File: src/rtl/pacote_rv.sv
// rtl/pacote_rv.sv - shared register-file constants and writeback requester indices
package pacote_rv;

    localparam int NUM_REGS = 32;
    localparam int ADDR_W   = 5;
    localparam int DATA_W   = 32;

    localparam int REQ_ULA  = 0;
    localparam int REQ_MEM  = 1;
    localparam int REQ_MUL  = 2;

endpackage

File: src/rtl/arbitro_round_robin.sv
// rtl/arbitro_round_robin.sv - round-robin one-hot arbiter owning the rotation pointer
module arbitro_round_robin #(
    parameter int NUM_REQ = 3
) (
    input  logic               clk,
    input  logic               reset,
    input  logic [NUM_REQ-1:0] requisicao,
    input  logic               aceita,
    output logic [NUM_REQ-1:0] concessao
);

    localparam int PTR_W = $clog2(NUM_REQ);

    logic [PTR_W-1:0] ptr_q;
    logic [PTR_W-1:0] ptr_d;
    logic [PTR_W-1:0] indice_sel;
    logic             achou;
    int               idx;

    // Search for the first valid requester starting at ptr, wrapping around.
    always_comb begin
        concessao  = '0;
        indice_sel = '0;
        achou      = 1'b0;
        idx        = 0;
        for (int k = 0; k < NUM_REQ; k++) begin
            idx = int'(ptr_q) + k;
            if (idx >= NUM_REQ) begin
                idx = idx - NUM_REQ;
            end
            if (!achou && requisicao[idx]) begin
                achou          = 1'b1;
                concessao[idx] = 1'b1;
                indice_sel     = PTR_W'(idx);
            end
        end
        // No grant may leave the block while it is being reset.
        if (reset) begin
            concessao = '0;
        end
    end

    // Pointer moves just past the winner after a transfer, otherwise holds.
    always_comb begin
        ptr_d = ptr_q;
        if (aceita) begin
            if (indice_sel == PTR_W'(NUM_REQ - 1)) begin
                ptr_d = '0;
            end else begin
                ptr_d = indice_sel + PTR_W'(1);
            end
        end
    end

    // Pointer register.
    always_ff @(posedge clk) begin
        if (reset) begin
            ptr_q <= '0;
        end else begin
            ptr_q <= ptr_d;
        end
    end

endmodule

File: src/rtl/controle_escrita_registradores.sv
// rtl/controle_escrita_registradores.sv - register-file write-port arbiter, output stage and pending-write scoreboard
module controle_escrita_registradores
    import pacote_rv::*;
#(
    parameter int NUM_REQ = 3,
    parameter int LARGURA = DATA_W
) (
    input  logic                        clk,
    input  logic                        reset,
    input  logic [NUM_REQ-1:0]          req_valida,
    output logic [NUM_REQ-1:0]          req_pronta,
    input  logic [NUM_REQ*ADDR_W-1:0]   req_endereco,
    input  logic [NUM_REQ*LARGURA-1:0]  req_dado,
    input  logic                        reserva_valida,
    input  logic [ADDR_W-1:0]           reserva_endereco,
    output logic                        reserva_pronta,
    input  logic [ADDR_W-1:0]           EnderecoLeitura1,
    input  logic [ADDR_W-1:0]           EnderecoLeitura2,
    output logic                        pendente1,
    output logic                        pendente2,
    output logic                        EscreveRegistrador,
    output logic [ADDR_W-1:0]           EnderecoEscrita,
    output logic [LARGURA-1:0]          DadoParaEscrita
);

    logic                transferencia;
    logic [ADDR_W-1:0]   endereco_sel;
    logic [LARGURA-1:0]  dado_sel;

    logic                escreve_q;
    logic                escreve_d;
    logic [ADDR_W-1:0]   endereco_q;
    logic [ADDR_W-1:0]   endereco_d;
    logic [LARGURA-1:0]  dado_q;
    logic [LARGURA-1:0]  dado_d;
    logic [NUM_REGS-1:0] ocupado_q;
    logic [NUM_REGS-1:0] ocupado_d;

    arbitro_round_robin #(
        .NUM_REQ    (NUM_REQ)
    ) u_arbitro (
        .clk        (clk),
        .reset      (reset),
        .requisicao (req_valida),
        .aceita     (transferencia),
        .concessao  (req_pronta)
    );

    assign transferencia = |(req_valida & req_pronta);

    // Route the granted requester's address and data; grant is one-hot so OR-merging is safe.
    always_comb begin
        endereco_sel = '0;
        dado_sel     = '0;
        for (int i = 0; i < NUM_REQ; i++) begin
            if (req_pronta[i]) begin
                endereco_sel = endereco_sel | req_endereco[ADDR_W*i +: ADDR_W];
                dado_sel     = dado_sel | req_dado[LARGURA*i +: LARGURA];
            end
        end
    end

    // Output stage: load on a transfer; x0 is consumed without raising the enable.
    always_comb begin
        escreve_d  = 1'b0;
        endereco_d = endereco_q;
        dado_d     = dado_q;
        if (transferencia) begin
            escreve_d  = (endereco_sel != '0);
            endereco_d = endereco_sel;
            dado_d     = dado_sel;
        end
    end

    // Scoreboard: clear on the committing edge, then apply a legal reservation so set wins.
    always_comb begin
        ocupado_d = ocupado_q;
        if (escreve_q) begin
            ocupado_d[endereco_q] = 1'b0;
        end
        if (reserva_valida && reserva_pronta && (reserva_endereco != '0)) begin
            ocupado_d[reserva_endereco] = 1'b1;
        end
        ocupado_d[0] = 1'b0;
    end

    // Output-stage and scoreboard registers.
    always_ff @(posedge clk) begin
        if (reset) begin
            escreve_q  <= 1'b0;
            endereco_q <= '0;
            dado_q     <= '0;
            ocupado_q  <= '0;
        end else begin
            escreve_q  <= escreve_d;
            endereco_q <= endereco_d;
            dado_q     <= dado_d;
            ocupado_q  <= ocupado_d;
        end
    end

    // Bit 0 of the scoreboard is never set, so x0 always reads as free and not pending.
    assign reserva_pronta     = ~ocupado_q[reserva_endereco];
    assign pendente1          = ocupado_q[EnderecoLeitura1];
    assign pendente2          = ocupado_q[EnderecoLeitura2];

    assign EscreveRegistrador = escreve_q;
    assign EnderecoEscrita    = endereco_q;
    assign DadoParaEscrita    = dado_q;

endmodule

File: config.mk
export PLATFORM = sky130hd
export DESIGN_NAME = controle_escrita_registradores
export DESIGN_NICKNAME = d
export VERILOG_FILES = /design/src/rtl/pacote_rv.sv /design/src/rtl/arbitro_round_robin.sv /design/src/rtl/controle_escrita_registradores.sv
export SDC_FILE = /design/constraint.sdc
export NUM_CORES = 1
export LEC_CHECK = 0
export CAP_MARGIN = 20
export CORE_MARGIN = 2
export CORE_UTILIZATION = 40
export DETAILED_ROUTE_END_ITERATION = 10
export GPL_TIMING_DRIVEN = 1
export PLACE_DENSITY = 0.89
export SLEW_MARGIN = 20
export SYNTH_ARGS = -nofsm -noshare
export SYNTH_HDL_FRONTEND = slang
export SYNTH_SLANG_ARGS = --single-unit
File: constraint.sdc
create_clock -name clk -period 2.7 [get_ports clk]
set_clock_uncertainty 0.05 [all_clocks]
set_input_delay 0.54 -clock clk [delete_from_list [all_inputs] [get_ports clk]]
set_output_delay 0.54 -clock clk [all_outputs]
set_load 0.005 [all_outputs]
==> impl_metrics.tcl, run 1 <==
set metrics [dict create \
    num_rows 38 \
    hold_class "flop to flop" \
    grtUsageTotal 0.272 \
    endpoint "pendente2" \
    cts-htree-levels 3 \
    cts-root-buf "clkbuf_8" \
    place.gp.congestion 1.01 \
    reg2reg_depth 11 \
    viasPerCell 6.06 \
    hold_viol_final 0 \
    r2r-start "u_arbitro.ptr_q[0]" \
    setup_viol 4 \
    drv_slew 0 \
    synth_nets 582 \
    r2r_setup_slack_ns 0 \
    die_y_um 109 \
    status "finished, violations left" \
    syn_inst 446 \
    drive_above_1_share 0.261 \
    cts_tree "built" \
    layout.nets 797 \
    die_area_um2 11800 \
    cts-buffers-inserted 9 \
    tightest_slew_ns 0.590 \
    synth.yosys.seq_area_share 0.324 \
    coreArea_um2 10800 \
    dr.pass1.iters 7 \
    setup_slack_ns -0.0125 \
    grt_max_degree 57 \
    setup_tns_ns -0.0290 \
    drt_iter0_markers 504 \
    synthArstFlopShare 0 \
    insertion_delay_ns 0.35 \
    reg2reg_to "DadoParaEscrita[17]" \
    dp_hpwl_um 12000 \
    max_slew_margin 0.607 \
    grt_pass1_wl_um 24800 \
    preCtsSetupSlack_ns -0.778 \
    clock-sinks 71 \
    grt_pass1_vias 5059 \
    synth_seq_cells 71 \
    clk_path_buf_depth 2 \
    routed-via-count 4883 \
    syn2layout_area_growth_pct 63.3 \
    powerDensity_nw_per_um2 739 \
    utilization 0.664 \
    antenna_found_initial 0 \
    cp-startpoint "EnderecoLeitura2[0]" \
    whs_ns 0.411 \
    start_kind "input port" \
    cts_hold_buf 0 \
    violations "setup timing" \
    syn_area_um2 4390 \
    post-route-period-util 1.00 \
    worst-setup-path-type "input port to primary output" \
    crit_fanout 5 \
    fin_area_um2 7170 \
    wl_per_cell_um 20.0 \
    synth_edf_count 0 \
    clock.fmax_ghz 0.369 \
    cp_data_arrival_time_ns 2.12 \
    fin_crit_ns 2.71 \
    synth_cell_types 51 \
    rsz0062_at_grt "yes" \
    ioPinCount 176 \
    syn-mean-instance-area_um2 9.84 \
    end_kind "primary output" \
    drc 0 \
    cp.required_ns 2.11 \
    fp.dieW_um 109 \
    clkTransAtPathRegs_ns 0.08 \
    synth_warnings 0 \
    port_buffers 175 \
    initial_core_util 0.407 \
    diodes 0 \
    cap_violations 0 \
    leakagePower_nw 2.54 \
    synth_flop_cell "dfxtp_1" \
    ir_worst_vdd_v 0.000425 \
    place_area_um2 6590 \
    finalWirelength_um 16100 \
    globalRoute.totalOverflow 0 \
    ant_nets 0 \
]
==> worst max-delay path: stages <==
cell    delay, ns
buf_8        0.09
buf_12       0.12
mux4_2       0.50
mux4_2       0.49
mux2_4       0.27
buf_6        0.11
==> worst min-delay path by stage <==
stage,start,endpoint,slack (ns),cells past startpoint
4_1_cts,DadoParaEscrita[22],DadoParaEscrita[22],0.41,2
2_1_floorplan,DadoParaEscrita[0],DadoParaEscrita[0],0.40,2
3_3_place_gp,DadoParaEscrita[28],DadoParaEscrita[28],0.39,2
3_5_place_dp,DadoParaEscrita[23],DadoParaEscrita[23],0.40,2
6_report,DadoParaEscrita[23],DadoParaEscrita[23],0.41,2
5_1_grt,DadoParaEscrita[22],DadoParaEscrita[22],0.43,2
==> cell families after synthesis <==
family | Yosys count | synth area share
buffers and inverters | 48 | 0.0581
AND/OR/NAND/NOR | 139 | 0.160
AO/OA/AOI/OAI | 124 | 0.237
flip-flops | 71 | 0.324
multiplexers | 60 | 0.210
adder cells (fa/ha/maj) | 4 | 0.0114
==> where the power goes <==
part,switching [mW],total (mW),internal (mW)
Sequential,0.210,1.49,1.28
Clock,0.428,0.856,0.428
Combinational,1.32,2.95,1.64
Total,1.96,5.30,3.35
==> Yosys cell counts, types with 8 or more instances <==
master / count / area, µm²
mux4_2: 25 / 563
dfxtp_1: 71 / 1420
mux2i_1: 30 / 300
o21ai_0: 32 / 160
nor2b_1: 9 / 56.3
nand3b_1: 8 / 60.1
o211ai_1: 17 / 128
a221oi_2: 11 / 165
nand3_1: 20 / 100
nor2_1: 19 / 71.3
buf_2: 14 / 70.1
clkbuf_1: 20 / 75.1
a222oi_1: 38 / 380
nand2_1: 57 / 214
==> registers in the layout, summed over array words and instances, names as in the netlist <==
register            cells
DadoParaEscrita        32
u_arbitro.ptr_q         2
EscreveRegistrador      1
ocupado_q              31
EnderecoEscrita         5
==> metrics by stage <==
step	power [mW]	cells
4_1_cts	5.20	805
6_report	5.30	806
5_1_grt	5.59	806
2_1_floorplan	2.85	446
3_3_place_gp	3.95	778
3_5_place_dp	4.01	778
==> layer usage <==
layer,vias to the layer above,track usage,wire length (µm)
met5,-,0,0
met4,0,0.160,788
met3,64,0.0652,1300
met2,301,0.481,8260
met1,2311,0.294,5760
li1,2207,-,-
==> final cells by class <==
cell class	instances	area, µm²
well taps	140	175
inverters	5	23.8
multi-input cells	327	2920
clock inverters	7	72.6
clock buffers	9	124
fillers	808	3620
repair buffers	247	2430
flip-flops and latches	71	1430
==> layout by cell type, fill, tap and decap left out, drive strengths merged, types with 8 or more instances in the layout <==
master | netlist | layout
clkdlybuf4s50 | 0 | 161
buf | 22 | 80
dfxtp | 71 | 71
nand2 | 57 | 57
a222oi | 38 | 38
o21ai | 37 | 37
mux2i | 30 | 30
mux4 | 25 | 25
nand3 | 20 | 20
nor2 | 19 | 19
o211ai | 17 | 17
a221oi | 15 | 15
clkbuf | 21 | 10
nor2b | 9 | 9
nand3b | 8 | 8
==> repair_timing <==
action                     in CTS  in global routing
cloned                          3                  0
resized for setup              85                 19
setup endpoints to repair      46                 46
pin swaps                      12                  3
setup buffers                   8                  1
No activity file was read; power rests on OpenSTA's default activity.
==> inputs of run 2 (changes only) <==
CORE_UTILIZATION = 44   (was 40)
PLACE_DENSITY = 0.92   (was 0.89)
SLEW_MARGIN = default   (was 20)
clock period = 2.85 ns   (was 2.7 ns; I/O delays follow)
==> run 2 against run 1 <==
  * The flow now finishes without violations
  * Final area is 3.7% lower
  * Final cell count is 3.2% lower
  * Register-to-register slack better by 0.04 ns
  * Largest power group unchanged
  * Count of clock-buffer cells in the layout is 1 higher
  * Total power is 7.5% lower
  * Worst setup slack better by 0.026 ns
  * Via count is 0.12% lower
  * Sequential power is 5% lower
  * Die area is 8.8% lower
  * Sequential share of layout area is 0.74 points higher
==> impl_metrics.tcl, run 2 (same netlist as run 1, synthesis figures left out) <==
set metrics [dict create \
    status "finished clean" \
    cap_violations 0 \
    worst-setup-path-type "input port to primary output" \
    final_common_cell "clkdlybuf4s50_1" \
    dp_hpwl_um 12400 \
    rsz0062_at_grt "yes" \
    ir_worst_vdd_v 0.000506 \
    num_rows 36 \
    drive_above_1_share 0.220 \
    post-route-period-util 0.995 \
    crit_fanout 5 \
    ant_nets 0 \
    initial_core_util 0.451 \
    dr.pass1.iters 9 \
    grt_pass1_wl_um 26500 \
    leakagePower_nw 2.42 \
    drc 0 \
    finalWirelength_um 16800 \
    start_kind "input port" \
    syn2layout_area_growth_pct 57.4 \
    largest_reg_flops 32 \
    grt_max_degree 57 \
    cts_tree "built" \
    coreArea_um2 9730 \
    end_kind "primary output" \
    fp.dieW_um 104 \
    clkTransAtPathRegs_ns 0.08 \
    fin_crit_ns 2.84 \
    drv_slew 0 \
    cts-buffers-inserted 9 \
    hold_viol_final 0 \
    drt_iter0_markers 381 \
    hold_class "flop to flop" \
    routed-via-count 4877 \
    grtUsageTotal 0.308 \
    tightest_slew_ns 0.587 \
    globalRoute.totalOverflow 0 \
    port_buffers 175 \
    die_area_um2 10800 \
    place_area_um2 6480 \
    insertion_delay_ns 0.35 \
    layout.nets 777 \
    finalPower_mw 4.91 \
    powerDensity_nw_per_um2 710 \
    wl_per_cell_um 21.5 \
    place.gp.congestion 1.03 \
    ioPinCount 176 \
    clock-sinks 71 \
    cts-htree-levels 3 \
    clk_path_buf_depth 2 \
    viasPerCell 6.25 \
    die_y_um 104 \
    max_slew_margin 0.609 \
    antenna_found_initial 1 \
    fin_area_um2 6910 \
    cp.required_ns 2.23 \
    final_cell_mix "161 x clkdlybuf4s50_1, 69 x dfxtp_1, 57 x nand2_1" \
    clock.fmax_ghz 0.353 \
    cp_data_arrival_time_ns 2.22 \
    cts-root-buf "clkbuf_8" \
    grt_pass1_vias 5254 \
    setup_viol 0 \
    utilization 0.710 \
]
-- run 2: cell type report --
type | count | area, µm²
Antenna cell | 1 | 2.50
Clock buffer | 10 | 128
Clock inverter | 6 | 93.8
Fill cell | 699 | 2820
Inverter | 5 | 18.8
Multi-Input combinational cell | 327 | 2840
Sequential cell | 71 | 1420
Tap cell | 133 | 166
Timing Repair Buffer | 227 | 2230
-- run 2: per-layer routing --
layer	wire length (µm)	share of wire	track usage
met3	1280	0.076	0.0758
met4	1010	0.060	0.185
met2	8520	0.51	0.542
met1	5940	0.35	0.335
met5	0	0	0
-- run 2: final timing paths --
check | start | end | slack, ns | cells past startpoint
worst max register to register | u_arbitro.ptr_q[1] | DadoParaEscrita[15] | 0.04 | 11
worst max-delay path | EnderecoLeitura1[0] | pendente1 | 0.01 | 6
worst min-delay path | DadoParaEscrita[2] | DadoParaEscrita[2] | 0.42 | 2
worst min register to register | DadoParaEscrita[2] | DadoParaEscrita[2] | 0.42 | 2
-- run 2: repair_timing --
action,in CTS,in global routing
gates resized for setup,55,23
hold buffers,0,0
cloned,2,0
pin swaps,2,6
setup buffers,0,2
setup endpoints to repair,40,39
-- run 2: where the power goes --
part / total [mW] / internal, mW / switching, mW
Sequential: 1.41 / 1.21 / 0.193
Clock: 0.920 / 0.499 / 0.421
Combinational: 2.58 / 1.39 / 1.18
Total: 4.91 / 3.11 / 1.80
-- run 2: critical path: stages --
cell	delay [ns]
buf_4	0.13
buf_12	0.12
mux4_2	0.50
mux4_2	0.49
mux2_4	0.28
buf_6	0.12
-- run 2: metrics by stage --
step | hold WS [ns] | TNS, ns | cells | setup slack, ns
after floorplan | 0.401 | 0 | 446 | 0.176
after global placement | 0.391 | -14.34 | 759 | -0.657
after detailed placement | 0.406 | -20.00 | 759 | -0.679
after CTS | 0.418 | -0.0185 | 777 | -0.0185
after global routing | 0.445 | -0.611 | 780 | -0.0554
final | 0.418 | 0 | 780 | 0.0132
==> edit 1: new RTL, settings of run 2 <==
Change the package constant `NUM_REGS` from 32 to 64.
--- a/src/rtl/pacote_rv.sv
+++ b/src/rtl/pacote_rv.sv
@@ -1,7 +1,7 @@
 // rtl/pacote_rv.sv - shared register-file constants and writeback requester indices
 package pacote_rv;
 
-    localparam int NUM_REGS = 32;
+    localparam int NUM_REGS = 64;
     localparam int ADDR_W   = 5;
     localparam int DATA_W   = 32;
 
Behaviour: same outputs for any inputs over 4 cycles, from zero or initial values and one cycle with reset high; that may be too few to reach the edited logic, so the function may still have changed.
==> edit 1 against run 2 <==
  * Clock power shrank 13%
  * Setup slack better by 25 ps
  * Cell area increased by 3.2%
  * Wire length decreased by 0.20%
  * First-iteration DRC count up 30%
  * Cell count rose by 1.9%
  * Area after synthesis increased by 6.0%
  * Power down 2.6%
  * Register-to-register slack improved by 50 ps
  * Count of clock-buffer cells in the layout up 2
  * Critical path type unchanged
  * Sequential cell count stayed put
==> edit 1: results <==
export IMPL_relSlewSlack=0.640
export IMPL_status="finished, final reports clean"
export IMPL_wirelength_um=16700
export IMPL_wl_met3_um=1590
export IMPL_grt_max_degree=41
export IMPL_hp_start="DadoParaEscrita[24]$_SDFFE_PP0N_"
export IMPL_synth_area_per_cell_um2=10.0
export IMPL_grt_pass1_vias=5117
export IMPL_synth_nets=601
export IMPL_use_met2=0.512
export IMPL_dp_cells=771
export IMPL_met3_usage=0.0638
export IMPL_endpoint="pendente2"
export IMPL_clockBufferDepth=2
export IMPL_cp_startpoint="EnderecoLeitura2[0]"
export IMPL_grt_use_met1=0.316
export IMPL_ys_types=52
export IMPL_critPathArrivalTime_ps=2190
export IMPL_pg_clk_mw=0.797
export IMPL_first_pass_iters=8
export IMPL_layout_nets=789
export IMPL_power_leakage_nw=2.52
export IMPL_irDropWorstVdd_mv=0.507
export IMPL_grt_pass1_wl_um=25700
export IMPL_hpwl_um=12500
export IMPL_grt_usage=0.287
export IMPL_instances_no_fill=795
export IMPL_rr_endpoint="DadoParaEscrita[0]$_SDFFE_PP0N_"
export IMPL_drtIter0Drc=497
export IMPL_place_congestion=0.972
export IMPL_viasPerCell=6.33
export IMPL_hold_end="DadoParaEscrita[24]$_SDFFE_PP0N_"
export IMPL_cellPowerDensity_nw_per_um2=671
export IMPL_r2r_setup_slack_ps=90
export IMPL_timing_final_crit_share=0.987
export IMPL_synthTopCellsByArea="dfxtp_1 31%, mux4_2 12%, a222oi_1 8.0%, a221oi_2 6.5%, o31ai_1 5.0%"
export IMPL_wl_met1_um=5650
export IMPL_placed_area_um2=6750
export IMPL_met2WireLength_um=8630
[edit 1: repair_timing]
| action | 4_1_cts | 5_1_grt |
|---|---|---|
| setup endpoints to repair | 20 | 22 |
| pin swaps | 4 | 3 |
| resized for setup | 40 | 25 |
| gates cloned | 4 | 0 |
| buffers inserted | 2 | 1 |
[edit 1: final cells by class]
| class | instances | area (um2) |
|---|---|---|
| Antenna cell | 1 | 2.50 |
| Inverter | 4 | 15.0 |
| Multi-Input combinational cell | 344 | 3050 |
| Clock buffer | 12 | 135 |
| Tap cell | 136 | 170 |
| Timing Repair Buffer | 223 | 2270 |
| Sequential cell | 71 | 1420 |
| Fill cell | 770 | 3150 |
| Clock inverter | 4 | 55.1 |
[edit 1: cells by family after synthesis]
group | share of synthesized area
adder cells (fa/ha/maj) | 0.0108
flip-flops | 0.305
multiplexers | 0.175
buffers and inverters | 0.0516
AO/OA/AOI/OAI | 0.273
AND/OR/NAND/NOR | 0.185
==> edit 2: new RTL, flow settings as in run 2 <==
Without the edit above. Make the reset (`reset`) asynchronous in 2 clocked blocks.
--- a/src/rtl/arbitro_round_robin.sv
+++ b/src/rtl/arbitro_round_robin.sv
@@ -53,7 +53,7 @@
     end
 
     // Pointer register.
-    always_ff @(posedge clk) begin
+    always_ff @(posedge clk or posedge reset) begin
         if (reset) begin
             ptr_q <= '0;
         end else begin
--- a/src/rtl/controle_escrita_registradores.sv
+++ b/src/rtl/controle_escrita_registradores.sv
@@ -85,7 +85,7 @@
     end
 
     // Output-stage and scoreboard registers.
-    always_ff @(posedge clk) begin
+    always_ff @(posedge clk or posedge reset) begin
         if (reset) begin
             escreve_q  <= 1'b0;
             endereco_q <= '0;
Formal check against the unedited RTL: differs if reset is asserted again (counterexample within 4 cycles, from zero or initial values and one cycle with reset high); with reset held inactive, the same outputs for 4 cycles.
==> edit 2 against run 2 <==
  * Power increased by 69%
  * Synthesized cell count increased by 4.9%
  * Combinational power increased by 100%
  * Setup slack got worse by 92 ps
  * Critical path type is now reg -> reg
  * The run now ends with setup timing left
  * Register-to-register slack got worse by 120 ps
  * Sequential cell count unchanged
  * Cell area increased by 22%
  * Area after synthesis increased by 15%
  * Wire length increased by 29%
  * Via count increased by 21%
==> edit 2: results <==
export IMPL_status="finished, violations left"
export IMPL_violations="setup timing"
export IMPL_grt_use_met1=0.353
export IMPL_grt_pass1_vias=6001
export IMPL_setup_viol=19
export IMPL_synth_compound_area_frac=0.336
export IMPL_irDropWorstVdd_mv=0.639
export IMPL_dp_slack_ps=-691
export IMPL_crit_family="compound AO/OA/AOI/OAI gates"
export IMPL_cp_startpoint="u_arbitro.ptr_q[1]$_DFFE_PP0P_"
export IMPL_wl_met1_um=7440
export IMPL_drive_gt1_frac=0.339
export IMPL_slowest_delay_ps=390
export IMPL_power_leakage_nw=3.08
export IMPL_synthTopCellsByArea="dfrtp_1 35%, mux4_2 11%, a221oi_2 9.2%, a221oi_1 7.5%, a22oi_1 5.7%"
export IMPL_async_flop_share=1.00
export IMPL_rr_endpoint="DadoParaEscrita[8]$_DFFE_PP0P_"
export IMPL_relSlewSlack=0.574
export IMPL_fin_ws_ps=-79.1
export IMPL_ctsResizeCount=69
export IMPL_hp_start="ocupado_q[9]$_DFF_PP0_"
export IMPL_met3_usage=0.0815
export IMPL_antenna_found_initial=3
export IMPL_ctsRootBufferMaster="clkbuf_16"
export IMPL_yosysSeqAreaShare=0.352
export IMPL_pg_seq_mw=1.97
export IMPL_synthAdderAreaFrac=0.00992
export IMPL_slowest_stage="dfrtp_1"
export IMPL_grt_max_degree=55
export IMPL_use_met2=0.546
export IMPL_synthTopCellsByCount="71 x dfrtp_1, 43 x a221oi_1, 38 x a22oi_1, 37 x nor3_1, 35 x o21ai_0"
export IMPL_clk_pin_slew_ps=60
export IMPL_hold_end="ocupado_q[9]$_DFF_PP0_"
export IMPL_vias=5878
export IMPL_wirelength_um=21500
export IMPL_rr_worst_depth=13
export IMPL_synth_nets=604
export IMPL_switching_share=0.405
export IMPL_grt_pass1_wl_um=30900
export IMPL_wl_met3_um=1890
export IMPL_path_class="reg -> reg"
edit 2: cell types whose count changed in the layout (fill, tap and decap cells not counted), sizes merged, moves of 9 or more:
cell / delta
nor3: +34
mux2i: -26
a221oi: +59
o21ai: +31
buf: +33
dfrtp: +71
nand2: -43
nor2: -9
o211ai: -16
nand3: -15
dfxtp: -71
a22oi: +37
a222oi: -38
edit 2: stage by stage:
stage	setup TNS (ps)	total power, mW	cell area (um2)	instances
2_1_floorplan	-11140	4.24	5140	468
3_3_place_gp	-16880	5.83	7430	806
3_5_place_dp	-21940	6.04	7430	806
4_1_cts	-209	7.72	8130	841
5_1_grt	-2080	8.63	8420	848
6_report	-564	8.28	8420	848
edit 2: cell type report:
cell class | count | area (um2)
flip-flops and latches | 71 | 1780
clock inverters | 7 | 78.8
inverters | 6 | 26.3
clock buffers | 9 | 225
repair buffers | 264 | 2680
well taps | 143 | 179
multi-input cells | 345 | 3450
fillers | 658 | 2900
diodes | 3 | 7.51
